<file path="src/rtl/instruction_fetch_sequencer_pkg.sv">
// Shared encodings for the instruction fetch sequencer and the instruction register.
package instruction_fetch_sequencer_pkg;

  typedef enum logic [1:0] {
    S_IDLE     = 2'b00,
    S_FETCH_LO = 2'b01,
    S_FETCH_HI = 2'b10,
    S_DONE     = 2'b11
  } fetch_state_t;

  // IR LH select codes
  localparam logic IR_LOW  = 1'b0;
  localparam logic IR_HIGH = 1'b1;

endpackage

</file>
<file path="src/rtl/instruction_fetch_sequencer_pc.sv">
// Program counter: synchronous reset to RESET_PC, load has priority over increment.
module pc_register #(
  parameter int               ADDR_W   = 16,
  parameter logic [ADDR_W-1:0] RESET_PC = '0
) (
  input  logic              i_clk,
  input  logic              i_rst,
  input  logic              i_load,
  input  logic              i_inc,
  input  logic [ADDR_W-1:0] i_din,
  output logic [ADDR_W-1:0] o_q
);

  logic [ADDR_W-1:0] r_pc;

  // Increment wraps naturally modulo 2^ADDR_W
  always_ff @(posedge i_clk) begin
    if (i_rst)       r_pc <= RESET_PC;
    else if (i_load) r_pc <= i_din;
    else if (i_inc)  r_pc <= r_pc + {{(ADDR_W-1){1'b0}}, 1'b1};
  end

  assign o_q = r_pc;

endmodule

</file>
<file path="src/rtl/instruction_fetch_sequencer.sv">
// Two-cycle byte fetch sequencer: low byte then high byte into the 16-bit IR.
module instruction_fetch_sequencer
  import instruction_fetch_sequencer_pkg::*;
#(
  parameter int               ADDR_W   = 16,
  parameter logic [ADDR_W-1:0] RESET_PC = '0
) (
  input  logic              i_clock,
  input  logic              i_reset,
  input  logic              i_start,
  input  logic              i_stall,
  input  logic              i_pc_load,
  input  logic [ADDR_W-1:0] i_pc_in,
  output logic [ADDR_W-1:0] o_mem_addr,
  output logic              o_mem_read,
  output logic              o_ir_write,
  output logic              o_ir_lh,
  output logic [ADDR_W-1:0] o_pc_out,
  output logic              o_busy,
  output logic              o_instr_valid
);

  fetch_state_t      r_state;
  fetch_state_t      w_next;
  logic              w_pc_load;
  logic              w_pc_inc;
  logic [ADDR_W-1:0] w_pc;

  pc_register #(
    .ADDR_W   (ADDR_W),
    .RESET_PC (RESET_PC)
  ) u_pc (
    .i_clk  (i_clock),
    .i_rst  (i_reset),
    .i_load (w_pc_load),
    .i_inc  (w_pc_inc),
    .i_din  (i_pc_in),
    .o_q    (w_pc)
  );

  always_ff @(posedge i_clock) begin
    if (i_reset) r_state <= S_IDLE;
    else         r_state <= w_next;
  end

  always_comb begin
    w_next        = r_state;
    w_pc_load     = 1'b0;
    w_pc_inc      = 1'b0;
    o_mem_read    = 1'b0;
    o_ir_write    = 1'b0;
    o_ir_lh       = IR_LOW;
    o_busy        = 1'b0;
    o_instr_valid = 1'b0;
    unique case (r_state)
      S_IDLE, S_DONE: begin
        // PCLoad lands at the same edge as Start, so the fetch uses the new PC
        o_instr_valid = (r_state == S_DONE);
        w_pc_load     = i_pc_load;
        if (i_start) w_next = S_FETCH_LO;
      end
      S_FETCH_LO: begin
        o_mem_read = 1'b1;
        o_busy     = 1'b1;
        if (!i_stall) begin
          o_ir_write = 1'b1;
          w_pc_inc   = 1'b1;
          w_next     = S_FETCH_HI;
        end
      end
      S_FETCH_HI: begin
        o_mem_read = 1'b1;
        o_busy     = 1'b1;
        if (!i_stall) begin
          o_ir_write = 1'b1;
          o_ir_lh    = IR_HIGH;
          w_pc_inc   = 1'b1;
          w_next     = S_DONE;
        end
      end
      default: w_next = S_IDLE;
    endcase
  end

  assign o_mem_addr = w_pc;
  assign o_pc_out   = w_pc;

endmodule

</file>
<file path="config.mk">
export PLATFORM = sky130hd
export DESIGN_NAME = instruction_fetch_sequencer
export DESIGN_NICKNAME = d
export VERILOG_FILES = /design/src/rtl/instruction_fetch_sequencer_pkg.sv /design/src/rtl/instruction_fetch_sequencer_pc.sv /design/src/rtl/instruction_fetch_sequencer.sv
export SDC_FILE = /design/constraint.sdc
export NUM_CORES = 1
export LEC_CHECK = 0
export ABC_CLOCK_PERIOD_IN_PS = 7000
export BUFFER_PORTS_ARGS = -buffer_cell sky130_fd_sc_hd__buf_2
export CAP_MARGIN = 5
export CORE_MARGIN = 1.5
export CORE_UTILIZATION = 48
export DETAILED_ROUTE_END_ITERATION = 10
export PLACE_DENSITY = 0.81
export SYNTH_ARGS = -nofsm -noshare
export SYNTH_HDL_FRONTEND = slang
export SYNTH_SLANG_ARGS = --single-unit
</file>
<file path="constraint.sdc">
create_clock -name i_clock -period 7 [get_ports i_clock]
set_clock_uncertainty 0.15 [all_clocks]
set_input_delay 1.05 -clock i_clock [delete_from_list [all_inputs] [get_ports i_clock]]
set_output_delay 1.05 -clock i_clock [all_outputs]
set_load 0.03 [all_outputs]
</file>
# Word-level counts from Yosys, hierarchy flattened
# Index checks and enable logic that the tools add are counted.
[totals]
rom_bits = 0
word_cells = 26
latch_bits = 0
reg_bits = 18
n_memories = 0
out_inout_bits = 37
mem_bits_rw = 0
[classes]
order_cmp = 0
div_mod_pow = 0
muxes = 12
n_eq_ne = 6
n_shift = 0
mul = 0
addsub = 1
bitwise_logic = 0
reduce_logical = 5
[op_table]
columns = ["op", "n"]
rows = [
  ["$mux 16", 2],
  ["$add 16x1->16 const B", 1],
  ["$mux 1", 6],
  ["$mux 2", 3],
  ["$ne 2x2->1 const B", 3],
  ["$pmux 2 s3", 1],
  ["$eq 2x2->1 const B", 2],
  ["$reduce_or 2->1", 2],
  ["$reduce_and 3->1", 1],
  ["$eq 2x1->1 const B", 1],
  ["$logic_not 2->1", 1],
  ["$reduce_bool 2->1", 1],
]

# Logic depth before layout (Yosys ltp)
[logic_depth]
word_depth = 5
depth_mapped = 7

# By module
# From an unflattened synthesis, not the netlist that was laid out.
[unflattened]
cells_unflattened = 148
area_unflattened_um2 = 1263.7
[modules_own_cells]
columns = ["module", "cells_per_inst", "area_per_inst_um2", "n_inst", "seq_area_each_um2"]
rows = [
  ["pc_register", 112, 984.7, 1, 320.3],
  ["instruction_fetch_sequencer", 36, 279.0, 1, 40.0],
]

# Worst setup path after synthesis
# No wires, ideal clock.
[synth_timing]
kind = "input to output"
start = "input port i_stall"
end = "output port o_ir_write"
slack_ps = 4223
arrival_ps = 1577
n_path_buf = 0
required_ps = 5800
cell_stages = 1
cell_sequence = "nor2_1"
[synth_between]
elab_chain_len = 2
[synth_rtl]
columns = ["element", "line_no", "source"]
rows = [
  ["start: declaration", "instruction_fetch_sequencer.sv:11", "input logic i_stall,"],
  ["$mux 1", "instruction_fetch_sequencer.sv:65, instruction_fetch_sequencer.sv:74", ""],
  ["$mux 1", "n/a", ""],
  ["end: declaration", "instruction_fetch_sequencer.sv:16", "output logic o_ir_write,"],
]
# Every way passes these cells.

# Worst setup path in the final report
[layout_timing]
start = "register r_state[0]"
end = "output port o_ir_write"
[layout_between]
elab_chain_len = 3
elab_cells_between_ends = 4
classes_between = "eq/ne (2); mux (1); reduce/logical (1)"
[layout_rtl]
columns = ["element", "line_no", "source"]
rows = [
  ["start: declaration", "instruction_fetch_sequencer.sv:23", "fetch_state_t r_state;"],
  ["start signal: assignment", "instruction_fetch_sequencer.sv:43", "else r_state <= w_next;"],
  ["$eq 2x2->1 or $eq 2x1->1 (tied branches)", "instruction_fetch_sequencer.sv:55", "unique case (r_state)"],
  ["$reduce_or 2->1 (no line) *", "n/a", ""],
  ["$mux 1 *", "n/a", ""],
]
# Every way passes the cells marked *; elsewhere a longest branch is shown, timed or not.

==> summary.md <==
| Metric | Value |
|---|---|
| CP Launch Type | `flop` |
| Synth area leaders | `dfxtp_1 (32%), buf_4 (11%), a211oi_1 (6.7%)` |
| Largest net degree at the start of global routing | `32` |
| CTS tree | `done` |
| Hold path endpoint | `u_pc.o_q[15]` |
| Vias in the first global route | `roughly 930` |
| Detailed-route via count | `between 1000 and 1500` |
| DRT antenna net count | `0` |
| Yosys top cell area share | `roughly 32%` |
| Pre-antenna DRT Iters | `5` |
| TNS Setup | `0 ns` |
| Gr usage total | `19.38%` |
| Final net count | `roughly 200` |
| Critical Path AT | `between 1.5 and 2 ns` |
| Post-synth EDFFs | `0` |
| Post-DP HPWL | `approximately 1900 um` |
| Max-cap viol count | `0` |
| CTS root buf | `clkbuf_4` |
| Global-route wire length before repair | `between 3000 and 4000 um` |
| RSZ-0062 raised after global routing | `no` |
| Num CTS Buffers | `3` |
| Total gr overflow | `0` |
| Top Ports | `a little under 60` |
| Setup Fix Bufs, Post-CTS | `0` |
| Critical Path Sink Type | `primary output` |
| Pwr Density | `499.2 nW/um^2` |
| Initial Utilization | `50.57%` |
| Clock sinks | `18` |
| Setup Crit Path Kind | `reg2out` |
| Max_slew headroom | `between 30% and 40%` |
| Syn Inst Count | `approximately 140` |
| Setup violators final | `0` |
| Tot Pwr | `~660 uW` |
| FP Rows | `17` |
| ANT cells | `0` |
| Share of cells above drive strength 1 | `around 35%` |
| Most frequent cells after synthesis | `dfxtp_1 (18), buf_4 (17), nor2_1 (17)` |
| Pleak | `between 0.5 and 0.6 nW` |
| Synth unique cells | `28` |
| Hold Fails Final Rpt | `0` |
| Yosys reg bits | `18` |
| Die H | `51.28 um` |
| Final wirelength | `between 2000 and 3000 um` |
| Die Area | `between 2000 and 3000 um^2` |
| HP Start | `u_pc.o_q[15]` |
| Primary FF master, synth | `dfxtp_1` |
| 1st-iter DRT viols | `21` |
| Synth Area per Inst | `8.165 um^2` |
| Max Slew Vio Count | `0` |
| Status | `finished clean` |
| Buffers on Ports | `57` |
| Core area | `roughly 2200 um^2` |
| Routability Congestion | `0.7871` |
| Worst VDD drop | `~0.00033 V` |
| Register area share after synthesis | `32.21%` |
| Synth area leader | `dfxtp_1` |
| Mean routed wirelength per cell | `around 12 um` |
| Worst r2r src | `r_state[0]` |
| Synthesized net count | `roughly 160` |
| Crit path time final | `approximately 2.9 ns` |
| Die width | `between 50 and 60 um` |
| Post-CTS Hold Fix Bufs | `0` |
| Hold crit path type | `reg2reg` |
| WP data required | `5.80 ns` |
| Max frequency | `0.3481 GHz` |
| Number of remaining DRC errors | `0` |
| Syn-to-layout area delta | `18.34%` |
| Flop-to-flop setup slack | `4.45 ns` |
| CTS H-tree depth | `1` |
| R2r endpoint | `u_pc.o_q[14]` |
| Ys async rst share | `0%` |
| Skew-Pair Late Insertion Delay | `0.29 ns` |
| CP Max Fanout | `9` |
| Yosys warning count | `0` |
| Cell depth of the worst hold path | `2` |
| Reg2Reg Depth | `6` |
| Measured slew at the worst slew-check pin | `roughly 0.94 ns` |
| Initial antenna violation count | `0` |
| Cts repair resizes | `0` |
| Netlist Area Pre-Place | `around 1100 um^2` |
| Final worst path period share | `about two fifths` |
| CTS Buffer Depth | `2` |
| Clk slew on worst S/H paths | `between 0.1 and 0.15 ns` |
| Top-count cell post-synth | `dfxtp_1` |
| Post-DR vias/cell | `5.532` |
-- worst max-delay path by stage --
| stage | startpoint | endpoint | slack [ns] | cells after the start |
|---|---|---|---|---|
| finish | r_state[0] | o_ir_write | 4.13 | 4 |
| global route | r_state[0] | o_ir_write | 4.00 | 4 |
| CTS | r_state[0] | o_ir_write | 4.13 | 4 |
| detailed placement | i_stall | u_pc.o_q[14] | 4.12 | 5 |
| global placement | i_stall | o_ir_write | 4.14 | 3 |
| floorplan | i_stall | o_ir_write | 4.22 | 1 |
-- state kept, by name, summed over array words and instances, names as in the netlist --
name / cells
r_state: 2
u_pc.o_q: 16
-- cells by family after synthesis --
| logic type | synth area share (%) |
|---|---|
| adders and majority gates | 4.474 |
| buffers and inverters | 15.21 |
| and+or+nand+nor | 23.15 |
| DFF | 32.22 |
| AOI/OAI and AO/OA | 17.11 |
| xor gates and xnor gates | 7.831 |
-- routing by layer --
layer | up-vias | GRT usage (%) | share of wire (%)
met5 | - | 0 | 0
met2 | 48 | 34.42 | 51
li1 | 553 | - | -
met3 | 6 | 3.509 | 7.2
met4 | 0 | 8.772 | 0.91
met1 | 516 | 22.50 | 41
-- worst max-delay path, cell delays in order, from the launching register on --
cell	delay [ns]
dfxtp_1	0.41
inv_1	0.07
ha_1	0.40
nor2_1	0.26
buf_2	0.25
-- per-stage QoR --
step                hold WS (ns)  instances  setup WS, ns  area [um^2]  utilization [%]
finish                    0.3920        203         4.127         1324            59.84
global route              0.4260        203         4.001         1324            59.84
CTS                       0.4083        203         4.131         1324            59.84
detailed placement        0.3926        199         4.124         1287            58.20
global placement          0.3594        199         4.142         1287            58.20
floorplan                 0.3736        137         4.223         1119                -
-- layout make-up --
cell class / instances / area (um^2)
Inverter: 5 / 18.77
Sequential cell: 18 / 360.3
Fill cell: 203 / 888.4
Timing Repair Buffer: 57 / 285.3
Clock buffer: 4 / 36.28
Tap cell: 28 / 35.03
Multi-Input combinational cell: 91 / 588.1
-- power by group --
group	switching (mW)	leakage (nW)	internal, mW
combinational	0.282	0.419	0.120
sequential	0.0520	0.149	0.142
clock	0.0334	0.0210	0.0317
total	0.368	0.589	0.293
-- cells in the final DEF (no fill, tap or decap) --
master / synthesis / routed
a211oi_1: 10 / 10
or2b_1: 1 / 1
xor2_1: 3 / 3
nand2_1: 6 / 6
and4bb_2: 1 / 1
inv_1: 5 / 5
a21oi_1: 4 / 4
or3b_1: 1 / 1
xnor2_1: 7 / 7
clkbuf_8: 0 / 1
nor3_1: 3 / 3
or3_1: 6 / 6
clkbuf_4: 0 / 3
nor2_1: 17 / 17
ha_1: 4 / 4
and4_1: 1 / 1
a311oi_1: 6 / 6
a31oi_1: 1 / 1
o21ai_0: 6 / 6
nand3_1: 3 / 3
o211ai_1: 1 / 1
dfxtp_1: 18 / 18
nor4_1: 4 / 4
buf_2: 1 / 57
nor2b_1: 1 / 1
nand4_1: 4 / 4
nand4bb_1: 1 / 1
Power figures use the tool's default switching activity.
